--- src/rtl/sha_msg_padder_pkg.sv ---
// Shared constants and state type for the SHA-256 message padder.
package sha_pkg;

  localparam int         BLOCK_WIDTH      = 512;
  localparam int         LEN_FIELD_WIDTH  = 64;
  localparam logic [7:0] PAD_BYTE         = 8'h80;
  localparam int         BLOCK_BYTES      = BLOCK_WIDTH / 8;
  localparam int         LEN_FIELD_OFFSET = BLOCK_BYTES - LEN_FIELD_WIDTH / 8;

  typedef enum logic [2:0] {
    IDLE,
    FETCH,
    PAD,
    EMIT,
    DONE
  } padState_e;

endpackage

--- src/rtl/sha_msg_padder_if.sv ---
// Signal bundle between the padder, its message SRAM and the block consumer.
interface sha_msg_padder_if #(
  parameter int SYMBOL_WIDTH = 8,
  parameter int ADDR_WIDTH   = 10,
  parameter int LEN_WIDTH    = 11
);
  import sha_pkg::*;

  logic                    go_sig;
  logic [LEN_WIDTH-1:0]    msg_len;
  logic                    msg_mem_en;
  logic [ADDR_WIDTH-1:0]   msg_mem_addr;
  logic [SYMBOL_WIDTH-1:0] msg_mem_data;
  logic [BLOCK_WIDTH-1:0]  blk_data;
  logic                    blk_valid;
  logic                    blk_ready;
  logic                    blk_last;
  logic                    busy;
  logic                    pad_msg_rdy;

  modport master (
    input  go_sig, msg_len, msg_mem_data, blk_ready,
    output msg_mem_en, msg_mem_addr, blk_data, blk_valid, blk_last, busy, pad_msg_rdy
  );

  modport slave (
    output go_sig, msg_len, msg_mem_data, blk_ready,
    input  msg_mem_en, msg_mem_addr, blk_data, blk_valid, blk_last, busy, pad_msg_rdy
  );

endinterface

--- src/rtl/sha_msg_padder_assembler.sv ---
// 64-byte block register: byte-lane writes of SRAM words, pad byte and length insertion.
module sha_block_assembler
  import sha_pkg::*;
#(
  parameter int SYMBOL_WIDTH = 8,
  parameter int CNT_WIDTH    = 1
) (
  input  logic                       clock,
  input  logic                       reset_n,
  input  logic                       clear_i,
  input  logic                       wrEn_i,
  input  logic [5:0]                 wrOff_i,
  input  logic [CNT_WIDTH-1:0]       wrCnt_i,
  input  logic [SYMBOL_WIDTH-1:0]    wrData_i,
  input  logic                       padEn_i,
  input  logic [5:0]                 padOff_i,
  input  logic                       lenEn_i,
  input  logic [LEN_FIELD_WIDTH-1:0] lenBits_i,
  output logic [BLOCK_WIDTH-1:0]     block_o
);

  localparam int BPW = SYMBOL_WIDTH / 8;

  // Index 0 is the most significant byte, so the packed vector is already in wire order.
  logic [0:BLOCK_BYTES-1][7:0] block_q, block_d;
  logic [5:0]                  lane;

  always_comb begin
    block_d = block_q;
    lane    = '0;
    if (clear_i) begin
      block_d = '0;
    end else begin
      if (wrEn_i) begin
        for (int k = 0; k < BPW; k++) begin
          lane = wrOff_i + 6'(k);
          if (k < int'(wrCnt_i)) block_d[lane] = wrData_i[SYMBOL_WIDTH-1-8*k -: 8];
        end
      end
      if (padEn_i) block_d[padOff_i] = PAD_BYTE;
      if (lenEn_i) block_d[LEN_FIELD_OFFSET:BLOCK_BYTES-1] = lenBits_i;
    end
  end

  always_ff @(posedge clock or negedge reset_n) begin
    if (!reset_n) block_q <= '0;
    else          block_q <= block_d;
  end

  assign block_o = block_q;

endmodule

--- src/rtl/sha_msg_padder.sv ---
// Multi-block SHA-256 padder: streams a message from SRAM and emits padded 512-bit blocks.
module sha_msg_padder
  import sha_pkg::*;
#(
  parameter int MAX_MESSAGE_LENGTH = 1024,
  parameter int SYMBOL_WIDTH       = 8,
  parameter int ADDR_WIDTH         = $clog2((MAX_MESSAGE_LENGTH*8+SYMBOL_WIDTH-1)/SYMBOL_WIDTH)
) (
  input logic              clock,
  input logic              reset_n,
  sha_msg_padder_if.master bus
);

  localparam int LEN_WIDTH = $clog2(MAX_MESSAGE_LENGTH + 1);
  localparam int BPW       = SYMBOL_WIDTH / 8;
  localparam int CNT_WIDTH = $clog2(BPW + 1);

  padState_e              state_q, state_d;
  logic [LEN_WIDTH-1:0]   len_q, len_d, left_q, left_d;
  logic [ADDR_WIDTH-1:0]  addr_q, addr_d;
  logic [6:0]             blkOff_q, blkOff_d;
  logic                   fetchDone_q, fetchDone_d;
  logic                   padPlaced_q, padPlaced_d;
  logic                   last_q, last_d;
  logic                   rdValid_q;
  logic [5:0]             rdOff_q;
  logic [CNT_WIDTH-1:0]   rdCnt_q;
  logic                   issue, clear, padEn, lenEn;
  logic [CNT_WIDTH-1:0]   cnt;
  logic [BLOCK_WIDTH-1:0] block;

  assign cnt = (left_q < LEN_WIDTH'(BPW)) ? CNT_WIDTH'(left_q) : CNT_WIDTH'(BPW);

  always_comb begin
    state_d     = state_q;
    len_d       = len_q;
    left_d      = left_q;
    addr_d      = addr_q;
    blkOff_d    = blkOff_q;
    fetchDone_d = fetchDone_q;
    padPlaced_d = padPlaced_q;
    last_d      = last_q;
    issue       = 1'b0;
    clear       = 1'b0;
    padEn       = 1'b0;
    lenEn       = 1'b0;
    unique case (state_q)
      IDLE: begin
        if (bus.go_sig) begin
          len_d       = bus.msg_len;
          left_d      = bus.msg_len;
          addr_d      = '0;
          blkOff_d    = '0;
          fetchDone_d = 1'b0;
          padPlaced_d = 1'b0;
          last_d      = 1'b0;
          clear       = 1'b1;
          state_d     = (bus.msg_len == '0) ? PAD : FETCH;
        end
      end
      FETCH: begin
        // Once every read for this block is out, spend one cycle collecting the last word.
        if (fetchDone_q) begin
          state_d = PAD;
        end else begin
          issue    = 1'b1;
          addr_d   = addr_q + 1'b1;
          blkOff_d = blkOff_q + 7'(cnt);
          left_d   = left_q - LEN_WIDTH'(cnt);
          if (blkOff_d == 7'd64 || left_d == '0) fetchDone_d = 1'b1;
        end
      end
      PAD: begin
        state_d = EMIT;
        if (blkOff_q == 7'd64) begin
          last_d = 1'b0;
        end else if (padPlaced_q) begin
          lenEn  = 1'b1;
          last_d = 1'b1;
        end else begin
          padEn       = 1'b1;
          padPlaced_d = 1'b1;
          if (blkOff_q <= 7'd55) begin
            lenEn  = 1'b1;
            last_d = 1'b1;
          end
        end
      end
      EMIT: begin
        if (bus.blk_ready) begin
          if (last_q) begin
            state_d = DONE;
          end else begin
            clear       = 1'b1;
            blkOff_d    = '0;
            fetchDone_d = 1'b0;
            state_d     = (left_q != '0) ? FETCH : PAD;
          end
        end
      end
      DONE:    state_d = IDLE;
      default: state_d = IDLE;
    endcase
  end

  always_ff @(posedge clock or negedge reset_n) begin
    if (!reset_n) begin
      state_q     <= IDLE;
      len_q       <= '0;
      left_q      <= '0;
      addr_q      <= '0;
      blkOff_q    <= '0;
      fetchDone_q <= 1'b0;
      padPlaced_q <= 1'b0;
      last_q      <= 1'b0;
      rdValid_q   <= 1'b0;
      rdOff_q     <= '0;
      rdCnt_q     <= '0;
    end else begin
      state_q     <= state_d;
      len_q       <= len_d;
      left_q      <= left_d;
      addr_q      <= addr_d;
      blkOff_q    <= blkOff_d;
      fetchDone_q <= fetchDone_d;
      padPlaced_q <= padPlaced_d;
      last_q      <= last_d;
      rdValid_q   <= issue;
      rdOff_q     <= blkOff_q[5:0];
      rdCnt_q     <= cnt;
    end
  end

  sha_block_assembler #(
    .SYMBOL_WIDTH (SYMBOL_WIDTH),
    .CNT_WIDTH    (CNT_WIDTH)
  ) u_assembler (
    .clock     (clock),
    .reset_n   (reset_n),
    .clear_i   (clear),
    .wrEn_i    (rdValid_q),
    .wrOff_i   (rdOff_q),
    .wrCnt_i   (rdCnt_q),
    .wrData_i  (bus.msg_mem_data),
    .padEn_i   (padEn),
    .padOff_i  (blkOff_q[5:0]),
    .lenEn_i   (lenEn),
    .lenBits_i (LEN_FIELD_WIDTH'(len_q) << 3),
    .block_o   (block)
  );

  assign bus.msg_mem_en   = issue;
  assign bus.msg_mem_addr = addr_q;
  assign bus.blk_data     = block;
  assign bus.blk_valid    = (state_q == EMIT);
  assign bus.blk_last     = (state_q == EMIT) && last_q;
  assign bus.busy         = (state_q == FETCH) || (state_q == PAD) || (state_q == EMIT);
  assign bus.pad_msg_rdy  = (state_q == DONE);

endmodule

--- src/flat_wrapper.sv ---
// flat-port wrapper written by rule: the top's interface ports become plain ports
module sha_msg_padder_flat import sha_pkg::*;
#(
  parameter int MAX_MESSAGE_LENGTH = 1024,
  parameter int SYMBOL_WIDTH       = 8,
  parameter int ADDR_WIDTH         = $clog2((MAX_MESSAGE_LENGTH*8+SYMBOL_WIDTH-1)/SYMBOL_WIDTH)
)
  (clock, reset_n, bus_go_sig, bus_msg_len, bus_msg_mem_data, bus_blk_ready, bus_msg_mem_en, bus_msg_mem_addr, bus_blk_data, bus_blk_valid, bus_blk_last, bus_busy, bus_pad_msg_rdy);
  sha_msg_padder_if #(.SYMBOL_WIDTH(SYMBOL_WIDTH), .ADDR_WIDTH(ADDR_WIDTH), .LEN_WIDTH(11)) bus_i ();
  input logic clock;
  input logic reset_n;
  input wire logic [$bits(bus_i.go_sig)-1:0] bus_go_sig;
  input wire logic [$bits(bus_i.msg_len)-1:0] bus_msg_len;
  input wire logic [$bits(bus_i.msg_mem_data)-1:0] bus_msg_mem_data;
  input wire logic [$bits(bus_i.blk_ready)-1:0] bus_blk_ready;
  output wire logic [$bits(bus_i.msg_mem_en)-1:0] bus_msg_mem_en;
  output wire logic [$bits(bus_i.msg_mem_addr)-1:0] bus_msg_mem_addr;
  output wire logic [$bits(bus_i.blk_data)-1:0] bus_blk_data;
  output wire logic [$bits(bus_i.blk_valid)-1:0] bus_blk_valid;
  output wire logic [$bits(bus_i.blk_last)-1:0] bus_blk_last;
  output wire logic [$bits(bus_i.busy)-1:0] bus_busy;
  output wire logic [$bits(bus_i.pad_msg_rdy)-1:0] bus_pad_msg_rdy;
  assign bus_i.go_sig = bus_go_sig;
  assign bus_i.msg_len = bus_msg_len;
  assign bus_i.msg_mem_data = bus_msg_mem_data;
  assign bus_i.blk_ready = bus_blk_ready;
  assign bus_msg_mem_en = bus_i.msg_mem_en;
  assign bus_msg_mem_addr = bus_i.msg_mem_addr;
  assign bus_blk_data = bus_i.blk_data;
  assign bus_blk_valid = bus_i.blk_valid;
  assign bus_blk_last = bus_i.blk_last;
  assign bus_busy = bus_i.busy;
  assign bus_pad_msg_rdy = bus_i.pad_msg_rdy;
  sha_msg_padder #(.MAX_MESSAGE_LENGTH(MAX_MESSAGE_LENGTH), .SYMBOL_WIDTH(SYMBOL_WIDTH), .ADDR_WIDTH(ADDR_WIDTH)) u_core (.clock(clock), .reset_n(reset_n), .bus(bus_i));
endmodule
--- config.mk ---
export PLATFORM = sky130hd
export DESIGN_NAME = sha_msg_padder_flat
export DESIGN_NICKNAME = d
export VERILOG_FILES = /design/src/rtl/sha_msg_padder_pkg.sv /design/src/rtl/sha_msg_padder_if.sv /design/src/rtl/sha_msg_padder_assembler.sv /design/src/rtl/sha_msg_padder.sv /design/src/flat_wrapper.sv
export SDC_FILE = /design/constraint.sdc
export NUM_CORES = 1
export LEC_CHECK = 0
export BUFFER_PORTS_ARGS = -buffer_cell sky130_fd_sc_hd__buf_2
export CAP_MARGIN = 20
export CORE_ASPECT_RATIO = 0.5
export CORE_MARGIN = 5
export CORE_UTILIZATION = 30
export CTS_BUF_LIST = sky130_fd_sc_hd__clkbuf_8 sky130_fd_sc_hd__clkbuf_16
export CTS_CLUSTER_DIAMETER = 30
export DETAILED_ROUTE_END_ITERATION = 6
export GPL_ROUTABILITY_DRIVEN = 1
export PLACE_DENSITY = 0.6
export SYNTH_ARGS = -nofsm -noshare
export SYNTH_HDL_FRONTEND = slang
export SYNTH_SLANG_ARGS = --single-unit
--- constraint.sdc ---
create_clock -name clock -period 8.6 [get_ports clock]
set_clock_uncertainty 0.15 [all_clocks]
set_input_delay 0.43 -clock clock [delete_from_list [all_inputs] [get_ports clock]]
set_output_delay 0.43 -clock clock [all_outputs]
set_load 0.05 [all_outputs]
==> flow_summary_export.csv <==
group,metric,value,unit
logic_synthesis,syn_nets,2507,
grt,grt_pass1_wl,146,mm
routing,dr.pass1.iters,7,
sta,slew_violations,0,
critical_path,critPathCaptureType,"output pin",
floorplanning,die_h,214,µm
logic_synthesis,syn_avg_cell_area,10.1,µm²
sta,max-slew-margin-rel,20.8,%
critical_path,crit_path_start_kind,"flop",
floorplanning,initial_core_util,30.4,%
routing,viasPerCell,5.11,
logic_synthesis,synth_flop_cell,"dfrtp_1",
hold_path,holdPathStages,4,
job,drv_cap,0,
logic_synthesis,yosysSeqAreaShare,56.7,%
sta,report.final.setup_viol,0,
critical_path,critPathArrivalTime,2.70,ns
sta,max_slew.worst_pin.slew,1.19,ns
logic_synthesis,ys_ff_latch,565,
sta,hold_violations,0,
routing,num_vias,21600,
critical_path,worstSetupPathType,"reg -> out",
routing,drt_iter0_markers,2131,
floorplanning,dieArea,0.0894,mm²
floorplanning,die_x,418,µm
cts,cts_setup_buffers,0,
cts,path_clk_slew,0.05,ns
logic_synthesis,synth_edf_count,0,
pwr,p_leak,0.0161,µW
sta,fin_crit,3.28,ns
cts,cts_tree,"yes",
final_layout,drive_gt1_share,28.2,%
critical_path,worst-endpoint-required,8.02,ns
outcome,status,"complete, no violations",
logic_synthesis,postSynthCellCount,2480,
cts,max-clock-path-buffers,3,
sta,clock.fmax,305,MHz
placement,gp_congestion,0.840,
sta,grt_setup_unrepaired,"false",
final_layout,syn_to_final_growth,32.3,%
grt,grt_use_total,21.4,%
placement,post-dp-hpwl,67.3,mm
routing,wire_per_inst,23.4,µm
logic_synthesis,ys_async_sr_fraction,100,%
floorplanning,core-area,0.0820,mm²
final_layout,fillers,8115,
grt,grt_max_degree,179,
sta,fin_crit_sh,38.1,%
critical_path,reg2reg_depth,8,
placement,numPortBuffers,549,
hold_path,min_path_type,"in -> reg",
final_layout,fin_nets,3053,
routing,drc,0,
grt,overflow,0,
grt,grt_pass1_vias,21500,
pwr,p_per_area,320,mW/mm²
logic_synthesis,synth_area,0.0250,mm²
cts,cts_sinks,565,
cts,insertion_delay,0.67,ns
logic_synthesis,synthDistinctLibCells,75,
logic_synthesis,ys_warn_count,0,
critical_path,cp_max_fo,19,
cts,htree_levels,3,
sta,fin_tns_setup,0,ns
pwr,worst_ir_drop_vdd,190,µV
floorplanning,rows,74,
grt,grt_antenna_before_repair,2,
routing,ant_nets,0,
sta,holdWs,0.116,ns
floorplanning,ios,550,
cts,cts_root_buf,"clkbuf_16",
cts,cts_buffers,115,
routing,wl,99.2,mm
[routing by layer]
| metal | GRT usage (%) | vias up | wire length, µm |
|---|---|---|---|
| met1 | 25.1 | 10900 | 37900 |
| li1 | - | 9666 | - |
| met4 | 12.6 | 0 | 6780 |
| met5 | 0 | - | 0 |
| met3 | 3.94 | 268 | 4910 |
| met2 | 36.6 | 748 | 49600 |
[cell type report]
type	count	area (µm²)	share of cell area (%)
Antenna cell	1	2.50	0.00758
Clock buffer	131	3110	9.42
Clock inverter	86	1060	3.22
Inverter	5	20.0	0.0606
Multi-Input combinational cell	1746	10100	30.7
Sequential cell	565	14100	42.8
Tap cell	1102	1380	4.18
Timing Repair Buffer	593	3150	9.54
[critical path, stage by stage, from the launching register on]
cell      delay, ns
dfrtp_1        0.72
or4b_1         0.74
clkinv_2       0.26
buf_2          0.31
[synthesized netlist by cell type, drive strengths merged, types with 2 or more instances]
cell type / count / area [µm²]
inv: 4 / 15.0
o211ai: 3 / 22.5
a21oi: 283 / 1420
nand2: 381 / 1460
nor2: 326 / 1380
a22oi: 2 / 15.0
nor4: 9 / 71.3
or2: 4 / 25.0
nor2b: 6 / 37.5
xor2: 9 / 78.8
and3: 8 / 50.1
a21o: 2 / 15.0
and3b: 6 / 52.6
mux2i: 305 / 3050
or4b: 5 / 53.8
clkbuf: 113 / 430
a22o: 3 / 26.3
nor3: 9 / 45.0
o31ai: 5 / 37.5
and2: 7 / 43.8
nand2b: 4 / 25.0
o22ai: 2 / 12.5
o311ai: 4 / 35.0
buf: 51 / 263
a32oi: 2 / 17.5
dfrtp: 565 / 14100
nor4b: 3 / 56.3
a31oi: 3 / 18.8
or3b: 5 / 43.8
nor3b: 8 / 65.1
or3: 5 / 31.3
nand3b: 5 / 37.5
nand4: 8 / 50.1
ha: 4 / 50.1
o21ai: 181 / 966
xnor2: 5 / 43.8
nand3: 116 / 598
[final timing paths]
check	start	endpoint	slack, ns
max in group asynchronous	reset_n	u_core.u_assembler.block_o[179]	5.80
max reg2reg	u_core.left_q[2]	u_core.fetchDone_q	5.42
max	u_core.state_q[0]	bus_msg_mem_en	5.32
min in group asynchronous	reset_n	u_core.u_assembler.block_o[402]	0.21
min reg2reg	u_core.len_q[10]	u_core.len_q[10]	0.33
min	bus_go_sig	u_core.last_q	0.12
[cell usage in the layout, fill, tap and decap left out, types with 7 or more instances in the layout]
cell / netlist / final
a21oi_1: 282 / 281
and3_1: 8 / 8
buf_2: 36 / 548
buf_4: 1 / 27
bufinv_16: 0 / 19
clkbuf_16: 0 / 116
clkbuf_8: 0 / 15
clkinv_2: 1 / 18
clkinv_4: 0 / 7
clkinvlp_4: 0 / 17
dfrtp_1: 565 / 565
dlygate4sd3_1: 0 / 15
inv_1: 4 / 16
inv_6: 0 / 10
mux2i_1: 305 / 305
nand2_1: 371 / 370
nand2_2: 10 / 11
nand3_1: 114 / 114
nand4_1: 8 / 8
nor2_1: 282 / 282
nor2_2: 35 / 35
nor2_4: 9 / 9
nor3_1: 9 / 8
nor4_1: 8 / 8
o21ai_0: 132 / 132
o21ai_1: 33 / 33
o21ai_2: 16 / 16
xor2_1: 9 / 9
[cell families (layout without fill, tap and decap cells)]
logic type	after synthesis	in the layout	synth area share (%)
compound gates	505	505	10.9
xor+xnor	14	14	0.491
fa+ha+maj	4	4	0.201
buf+inv	169	815	2.86
flops	565	565	56.7
mux	306	306	12.3
other cells	0	1	0
simple gates	917	917	16.6
[flip-flops by register name, summed over array words and instances (netlist names)]
signal and count:
u_core.rdCnt_q 1, u_core.padPlaced_q 1, u_core.u_assembler.block_o 512, u_core.left_q 11, u_core.bus.msg_mem_addr 10, u_core.rdOff_q 6, u_core.rdValid_q 1, u_core.state_q 3
u_core.len_q 11, u_core.fetchDone_q 1, u_core.blkOff_q 7, u_core.last_q 1
[power by group]
part | total, µW | internal (µW) | switching (µW)
Combinational | 2640 | 549 | 2090
Sequential | 3190 | 2920 | 273
Clock | 4720 | 3170 | 1560
[what timing repair did]
item,4_1_cts,5_1_grt
gates resized for setup,0,0
hold buffers,15,0
setup endpoints to repair,0,0
hold endpoints to repair,111,0
[per-stage QoR]
| step | total power (µW) | cells | cell area (µm²) | setup WS [ns] | utilization [%] |
|---|---|---|---|---|---|
| floorplan | 4980 | 2480 | 25000 | 5.66 | - |
| global placement | 5800 | 3995 | 28700 | 5.43 | 35.0 |
| detailed placement | 5840 | 3995 | 28700 | 5.45 | 35.0 |
| CTS | 10600 | 4227 | 33000 | 5.29 | 40.2 |
| global route | 10900 | 4229 | 33000 | 5.17 | 40.2 |
| finish | 10600 | 4229 | 33000 | 5.32 | 40.2 |
Note: power is estimated with default switching activity, not from simulation.
